<file path="config.mk">
export PLATFORM = sky130hd
export DESIGN_NAME = button_conditioner_flat
export DESIGN_NICKNAME = d
export VERILOG_FILES = /design/src/rtl/button_conditioner_if.sv /design/src/rtl/button_conditioner.sv /design/src/flat_wrapper.sv
export SDC_FILE = /design/constraint.sdc
export NUM_CORES = 1
export LEC_CHECK = 0
export BUFFER_PORTS_ARGS = -buffer_cell sky130_fd_sc_hd__buf_2
export CORE_MARGIN = 2
export CORE_UTILIZATION = 55
export DETAILED_ROUTE_END_ITERATION = 16
export PLACE_DENSITY = 0.76
export SLEW_MARGIN = 20
export SYNTH_ARGS = -nofsm -noshare
export SYNTH_HDL_FRONTEND = slang
export SYNTH_SLANG_ARGS = --single-unit
</file>
<file path="constraint.sdc">
create_clock -name clk -period 22.9 [get_ports clk]
set_input_delay 1.145 -clock clk [delete_from_list [all_inputs] [get_ports clk]]
set_output_delay 1.145 -clock clk [all_outputs]
set_load 0.02 [all_outputs]
</file>
<file path="src/rtl/button_conditioner_if.sv">
// +----------------------------------------------------------------------+
// | button_conditioner_if                                                |
// | Raw button levels in, conditioned press pulses and held levels out.  |
// | Revision: 1.0                                                        |
// +----------------------------------------------------------------------+
`default_nettype none

interface button_conditioner_if #(
  parameter int N_BUTTONS = 7
);
  logic [N_BUTTONS-1:0] buttons_raw;
  logic [N_BUTTONS-1:0] buttons_pulse;
  logic [N_BUTTONS-1:0] buttons_held;

  modport master (output buttons_raw, input buttons_pulse, input buttons_held);
  modport slave  (input buttons_raw, output buttons_pulse, output buttons_held);
endinterface

`default_nettype wire

</file>
<file path="src/rtl/button_conditioner.sv">
// +----------------------------------------------------------------------+
// | button_conditioner                                                   |
// | Per-button synchroniser, debounce, press pulse and auto-repeat.      |
// | Revision: 1.0                                                        |
// +----------------------------------------------------------------------+
`default_nettype none

module button_conditioner #(
  parameter int                   N_BUTTONS       = 7,
  parameter int                   DEBOUNCE_CYCLES = 1000000,
  parameter int                   REPEAT_DELAY    = 25000000,
  parameter int                   REPEAT_PERIOD   = 5000000,
  parameter logic [N_BUTTONS-1:0] REPEAT_MASK     = 7'b0001111,
  parameter bit                   ACTIVE_LOW      = 1'b0
) (
  input wire logic            clk,
  input wire logic            reset,
  button_conditioner_if.slave btn
);

  localparam int DBW     = $clog2(DEBOUNCE_CYCLES);
  localparam int RPT_MAX = (REPEAT_DELAY > REPEAT_PERIOD) ? REPEAT_DELAY : REPEAT_PERIOD;
  localparam int RW      = (RPT_MAX > 2) ? $clog2(RPT_MAX) : 1;

  localparam logic [DBW-1:0] DB_LAST     = DBW'(DEBOUNCE_CYCLES - 1);
  localparam logic [RW-1:0]  DELAY_LAST  = RW'(REPEAT_DELAY - 1);
  localparam logic [RW-1:0]  PERIOD_LAST = RW'(REPEAT_PERIOD - 1);

  typedef enum logic [1:0] {
    ST_IDLE   = 2'd0,
    ST_DELAY  = 2'd1,
    ST_REPEAT = 2'd2
  } rep_state_e;

  logic [N_BUTTONS-1:0] s1_q;
  logic [N_BUTTONS-1:0] s2_q;

  always_ff @(posedge clk or posedge reset) begin
    if (reset) begin
      s1_q <= '0;
      s2_q <= '0;
    end else begin
      s1_q <= btn.buttons_raw ^ {N_BUTTONS{ACTIVE_LOW}};
      s2_q <= s1_q;
    end
  end

  for (genvar i = 0; i < N_BUTTONS; i++) begin : g_chan
    logic [DBW-1:0] db_cnt_q, db_cnt_d;
    logic           stable_q, stable_d;
    logic           prev_q;
    logic           pulse_q, pulse_d;
    logic           press;
    logic           rep_fire;

    always_comb begin
      stable_d = stable_q;
      db_cnt_d = '0;
      if (s2_q[i] != stable_q) begin
        if (db_cnt_q == DB_LAST) begin
          stable_d = s2_q[i];
        end else begin
          db_cnt_d = db_cnt_q + DBW'(1);
        end
      end
    end

    assign press   = stable_q & ~prev_q;
    assign pulse_d = press | rep_fire;

    always_ff @(posedge clk or posedge reset) begin
      if (reset) begin
        db_cnt_q <= '0;
        stable_q <= 1'b0;
        prev_q   <= 1'b0;
        pulse_q  <= 1'b0;
      end else begin
        db_cnt_q <= db_cnt_d;
        stable_q <= stable_d;
        prev_q   <= stable_q;
        pulse_q  <= pulse_d;
      end
    end

    if (REPEAT_MASK[i]) begin : g_rep
      rep_state_e     state_q, state_d;
      logic [RW-1:0]  rcnt_q, rcnt_d;

      // Looking at stable_d lets a release cancel a repeat due on the same edge.
      always_comb begin
        state_d  = state_q;
        rcnt_d   = rcnt_q;
        rep_fire = 1'b0;
        if (!stable_d) begin
          state_d = ST_IDLE;
          rcnt_d  = '0;
        end else begin
          case (state_q)
            ST_IDLE: begin
              if (press) begin
                state_d = ST_DELAY;
                rcnt_d  = '0;
              end
            end
            ST_DELAY: begin
              if (rcnt_q == DELAY_LAST) begin
                rep_fire = 1'b1;
                state_d  = ST_REPEAT;
                rcnt_d   = '0;
              end else begin
                rcnt_d = rcnt_q + RW'(1);
              end
            end
            ST_REPEAT: begin
              if (rcnt_q == PERIOD_LAST) begin
                rep_fire = 1'b1;
                rcnt_d   = '0;
              end else begin
                rcnt_d = rcnt_q + RW'(1);
              end
            end
            default: begin
              state_d = ST_IDLE;
              rcnt_d  = '0;
            end
          endcase
        end
      end

      always_ff @(posedge clk or posedge reset) begin
        if (reset) begin
          state_q <= ST_IDLE;
          rcnt_q  <= '0;
        end else begin
          state_q <= state_d;
          rcnt_q  <= rcnt_d;
        end
      end
    end else begin : g_norep
      assign rep_fire = 1'b0;
    end

    assign btn.buttons_held[i]  = stable_q;
    assign btn.buttons_pulse[i] = pulse_q;
  end

endmodule

`default_nettype wire

</file>
<file path="src/flat_wrapper.sv">
// flat-port wrapper written by rule: the top's interface ports become plain ports
module button_conditioner_flat 
#(
  parameter int                   N_BUTTONS       = 7,
  parameter int                   DEBOUNCE_CYCLES = 1000000,
  parameter int                   REPEAT_DELAY    = 25000000,
  parameter int                   REPEAT_PERIOD   = 5000000,
  parameter logic [N_BUTTONS-1:0] REPEAT_MASK     = 7'b0001111,
  parameter bit                   ACTIVE_LOW      = 1'b0
)
  (clk, reset, btn_buttons_raw, btn_buttons_pulse, btn_buttons_held);
  button_conditioner_if #(.N_BUTTONS(N_BUTTONS)) btn_i ();
  input wire logic clk;
  input wire logic reset;
  input wire logic [$bits(btn_i.buttons_raw)-1:0] btn_buttons_raw;
  output wire logic [$bits(btn_i.buttons_pulse)-1:0] btn_buttons_pulse;
  output wire logic [$bits(btn_i.buttons_held)-1:0] btn_buttons_held;
  assign btn_i.buttons_raw = btn_buttons_raw;
  assign btn_buttons_pulse = btn_i.buttons_pulse;
  assign btn_buttons_held = btn_i.buttons_held;
  button_conditioner #(.N_BUTTONS(N_BUTTONS), .DEBOUNCE_CYCLES(DEBOUNCE_CYCLES), .REPEAT_DELAY(REPEAT_DELAY), .REPEAT_PERIOD(REPEAT_PERIOD), .REPEAT_MASK(REPEAT_MASK), .ACTIVE_LOW(ACTIVE_LOW)) u_core (.clk(clk), .reset(reset), .btn(btn_i));
endmodule
</file>
Word level (Yosys, flattened, before mapping) --
Cells that the tools add are included. Widths: inputs -> output; s select.
Cells by class: $add $sub $neg 11, $lt $le $gt $ge 0, $mul 0, shifts and indexed selects 0, eq/ne operators 42, bitwise operators 18, muxes and demuxes 74, divide/modulo/power cells 0, reduce and logical (&&, ||, !) cells 11
Operator list (count):
- $mux 25 | 16
- $pmux 25 s3 | 4
- $mux 20 | 14
- $add 20x1->20 const B | 7
- $eq 20x20->1 const B | 7
- $add 25x1->25 const B | 4
- $eq 25x23->1 const B | 4
- $eq 25x25->1 const B | 4
- $mux 2 | 12
- $ne 3x3->1 const B | 8
- $pmux 2 s3 | 4
- $mux 1 | 20
- $reduce_and 3->1 | 4
- $eq 2x1->1 const B | 4
- $eq 2x2->1 const B | 4
- $logic_not 2->1 | 4
- $ne 2x2->1 const B | 4
- $pmux 1 s2 | 4
- $and 1x1->1 | 7
- $ne 1x1->1 | 7
- $not 1->1 | 7
- $reduce_and 2->1 | 3
- $or 1x1->1 | 4
Storage, ports and cells: output and inout bits 14, memories kept 0, input port bits 9, bits in read-only memories 0, word-level logic and storage cells 194, bits in latches 0, bits in registers 283, memory bits (writable) 0

Depth between registers and ports, before layout --
word-level depth 5, mapped depth 8, depth with buffers taken out 7

Worst setup path before layout --
Ideal clock, no wire load.
path type flip-flop to flip-flop, start reg u_core.g_chan[1].g_rep.rcnt_q[10], end reg u_core.g_chan[1].g_rep.rcnt_q[10], slack 20323 ps, cell stages (with the launch flop) 8, buffers on the path 1, required time 22779 ps, setup time 121 ps, period minus slack after synthesis 2577 ps, arrival time 2456 ps, cells stage by stage dfrtp_1 > or4_1 > or4_4 > o41ai_4 > a2bb2o_4 > buf_6 > o21ai_1 > a22o_1
Between the ends: longest elaborated chain between the ends 4, elaborated cells between the ends (all ways) 7, those cells by class add/sub (1); eq/ne (2); mux (4)
RTL lines:
- start, declared | line button_conditioner.sv:87 | logic [RW-1:0] rcnt_q, rcnt_d;
- start signal, assigned | line button_conditioner.sv:136 | rcnt_q <= rcnt_d;
- $add 25x1->25, or another cell as far along | line button_conditioner.sv:111, button_conditioner.sv:119
- $mux 25, on equally long branches | line button_conditioner.sv:115, button_conditioner.sv:106
- $pmux 25 s3 * | line button_conditioner.sv:98 | case (state_q)
- $mux 25 * | line button_conditioner.sv:94 | if (!stable_d) begin
Every way passes the cells marked *; elsewhere a longest branch is shown, timed or not. A chain may end at the register's enable or synchronous reset.

Worst setup path after layout --
start reg u_core.g_chan[2].db_cnt_q[6], end reg u_core.g_chan[2].g_rep.rcnt_q[7]
Between the ends: longest elaborated chain between the ends 4, elaborated cells between the ends (all ways) 5, those cells by class eq/ne (2); mux (3)
RTL lines:
- start, declared | line button_conditioner.sv:49 | logic [DBW-1:0] db_cnt_q, db_cnt_d;
- start signal, assigned | line button_conditioner.sv:78 | db_cnt_q <= db_cnt_d;
- $eq 20x20->1 * | line button_conditioner.sv:60 | if (db_cnt_q == DB_LAST) begin
- $mux 1 * | line button_conditioner.sv:60
- $mux 1 * | line button_conditioner.sv:59 | if (s2_q[i] != stable_q) begin
- $ne 3x3->1 (no line) / $mux 25 (equally long branches)
- end signal, assigned | line button_conditioner.sv:136
- end, declared | line button_conditioner.sv:87
Marks and branches as above.

==> run_results.csv <==
group,metric,value,unit
setup_path,cp.required,23.33,ns
clocking,h-tree-depth,1,
power,clockPowerShare,0.475,
routing,antenna_left,0,
routing,drc,0,
global_route,grt-busiest-layer,"met2",
clocking,cts_tree,"built",
global_route,grt_usage,0.202,
timing,finalClockSkew,0.00911,ns
clocking,clock_path_buffers,3,
timing,finalCritPeriodShare,0.145,
timing,finalSetupTns,0,ns
finish,stdcell_count,1897,
setup_path,arrival,3.75,ns
placed_design,place_inst,1844,
power,p_leak,6.85,nW
run,drv_cap,0,
yosys,synth-compound-area-share,0.0812,
die,core,26100,sq um
global_route,met1_usage,0.277,
timing,hold_viol,0,
setup_path,critPathKind,"reg2reg",
timing,max-slew-margin-rel,0.384,
placed_design,place.gp.congestion,0.824,
hold_path,hold_path_class,"reg2reg",
global_route,grt_pass1_vias,10725,
timing,layout_min_cycle_time,3.33,ns
power,switching_share,0.213,
clocking,postCtsSetupBuffers,0,
global_route,grt-ovfl-total,0,
finish,syn_to_final_growth,8.96,%
yosys,synth_edf_count,0,
yosys,async_reset_ff_frac,1.00,
setup_path,worstSetupStartpointType,"register",
timing,setup_viol,0,
yosys,ys_warn_count,0,
yosys,muxShareOfSynthArea,0.00935,
yosys,synth-main-ff-cell,"dfrtp_1",
yosys,syn_area_per_cell,9.51,sq um
yosys,synthSimpleGateAreaFrac,0.272,
power,p_per_area,63.3,nW/um^2
yosys,synth_top_family_by_area,"simple AND/OR/NAND/NOR gates",
global_route,grt_antenna_before_repair,0,
finish,final_nets,1576,
timing,fmaxAchievable,301,MHz
setup_path,crit_path_max_fanout,14,
die,dieArea,27800,sq um
yosys,synth.most_common_cell,"dfrtp_1",
clocking,clk_pin_slew,0.06,ns
setup_path,r2r_slack,19.57,ns
die,start_util,0.560,
yosys,synthCells,1534,
finish,diodes,0,
die,ios,23,
placed_design,io_buffers,22,
run_status,status,"complete, no violations",
placed_design,hpwl,18200,um
yosys,synth_fp_nets,1570,
power,p_int,792,uW
timing,tightest_slew,0.925,ns
power,power_frac_comb,0.020,
routing,routed_via_density,5.79,
yosys,synth.largest_area_cell,"dfrtp_1",
power,seqPwrFrac,0.505,
yosys,synth_common_cells,"dfrtp_1, nor2_1, nand2_1",
global_route,met2_usage,0.344,
global_route,grt_start_max_net_pins,158,
clocking,cts_buffers,29,
yosys,ys_top_cells_by_area,"dfrtp_1, nor2_1, xor2_1",
die,rows,59,
timing,slew_viol_final,0,
setup_path,endpoint_kind,"register",
clocking,postCtsHoldBufs,0,
power,total_power,1.01,mW
power,power.net_switching,214,uW
yosys,yosysUniqueCellTypes,67,
yosys,synth_area,14600,sq um
yosys,synth_top_cell_area_share,0.485,
clocking,clock_latency,0.55,ns
yosys,yosys.area_share.adder,0.0232,
yosys,ys_ff_latch,283,
die,die_w,167,um
finish,drive_above_1_share,0.0704,
routing,drt_iter0_drc,704,
global_route,grtUsageMet3,0.0269,
global_route,grt_pass1_wl,49200,um
yosys,ys_seq_area_frac,0.485,
routing,routedWlPerCell,14.7,um
yosys,synth-xor-area-share,0.0984,
finish,final_util,0.610,
routing,firstDrtPassIters,6,
power,ir_drop,67.4,uV
clocking,cts_root_buffer,"clkbuf_16",
routing,totalWireLength,27800,um
die,fp.dieH,167,um
clocking,cts.sinks,283,
clocking,cts_resized,0,
timing,rsz0062_at_grt,"false",
routing,vias,10985,
worst max-delay path, stage by stage, from the launching register on:
cell	delay (ns)
dfrtp_1	0.42
or4_1	0.51
or4_1	0.60
o21a_1	0.24
nor2_1	0.62
buf_4	0.33
nor2_1	0.14
a211o_1	0.34
per-stage QoR:
step / hold slack [ns] / cell area, sq um / setup slack, ns
after floorplan: 0.331 / 14600 / 13.95
after global placement: 0.334 / 14900 / 19.67
after detailed placement: 0.335 / 14900 / 19.60
after CTS: 0.346 / 15900 / 19.59
after global routing: 0.350 / 15900 / 19.37
final: 0.346 / 15900 / 19.57
cells by family after synthesis:
| group | count (synthesis) |
|---|---|
| simple gates | 785 |
| flops | 283 |
| compound gates | 167 |
| xor+xnor | 164 |
| buf+inv | 95 |
| fa+ha+maj | 27 |
| mux | 13 |
layer usage:
metal | vias to the layer above | share of wire
met3 | 38 | 0.033
met5 | - | 0
met4 | 0 | 0.018
met1 | 5382 | 0.47
met2 | 167 | 0.48
li1 | 5398 | -
cells in the final DEF (no fill, tap or decap), types with 29 or more instances in the layout:
master / n
dfrtp_1: 283
nor2_1: 235
o21ai_0: 33
xnor2_1: 80
and3_1: 34
a22o_1: 33
inv_1: 39
nand3_1: 94
nand4_1: 51
nand2_1: 124
nor4_1: 40
xor2_1: 84
nor3_1: 79
clkbuf_16: 29
registers in the layout, summed over array words and instances (netlist names):
signal,flops
u_core.g_chan.stable_q,7
u_core.g_chan.g_rep.rcnt_q,100
u_core.s2_q,7
u_core.g_chan.prev_q,7
u_core.g_chan.db_cnt_q,140
u_core.s1_q,7
u_core.g_chan.g_rep.state_q,8
u_core.g_chan.pulse_q,7
final cells by class:
type                    instances  area [sq um]
clock inverters                11           119
flip-flops and latches        283          7080
well taps                     335           419
clock buffers                  42           865
repair buffers                 29           175
inverters                      41           161
fillers                      2170         10200
multi-input cells            1156          7080
final timing paths:
path / start / to / cells past startpoint
max in group asynchronous: reset / u_core.g_chan[0].g_rep.rcnt_q[20] / 3
max: u_core.g_chan[2].db_cnt_q[6] / u_core.g_chan[2].g_rep.rcnt_q[7] / 7
max reg2reg: u_core.g_chan[2].db_cnt_q[6] / u_core.g_chan[2].g_rep.rcnt_q[7] / 7
min reg2reg: u_core.s1_q[4] / u_core.s2_q[4] / 0
min: u_core.s1_q[4] / u_core.s2_q[4] / 0
min in group asynchronous: reset / u_core.g_chan[1].db_cnt_q[3] / 2
power groups by stage:
stage | combinational (mW) | sequential (mW) | clock (mW)
after floorplan | 0.0158 | 0.516 | 0
after global routing | 0.0246 | 0.508 | 0.512
after CTS | 0.0218 | 0.508 | 0.491
final | 0.0205 | 0.508 | 0.478
after detailed placement | 0.0217 | 0.517 | 0
after global placement | 0.0214 | 0.517 | 0
Note: power is estimated with default switching activity, not from simulation.
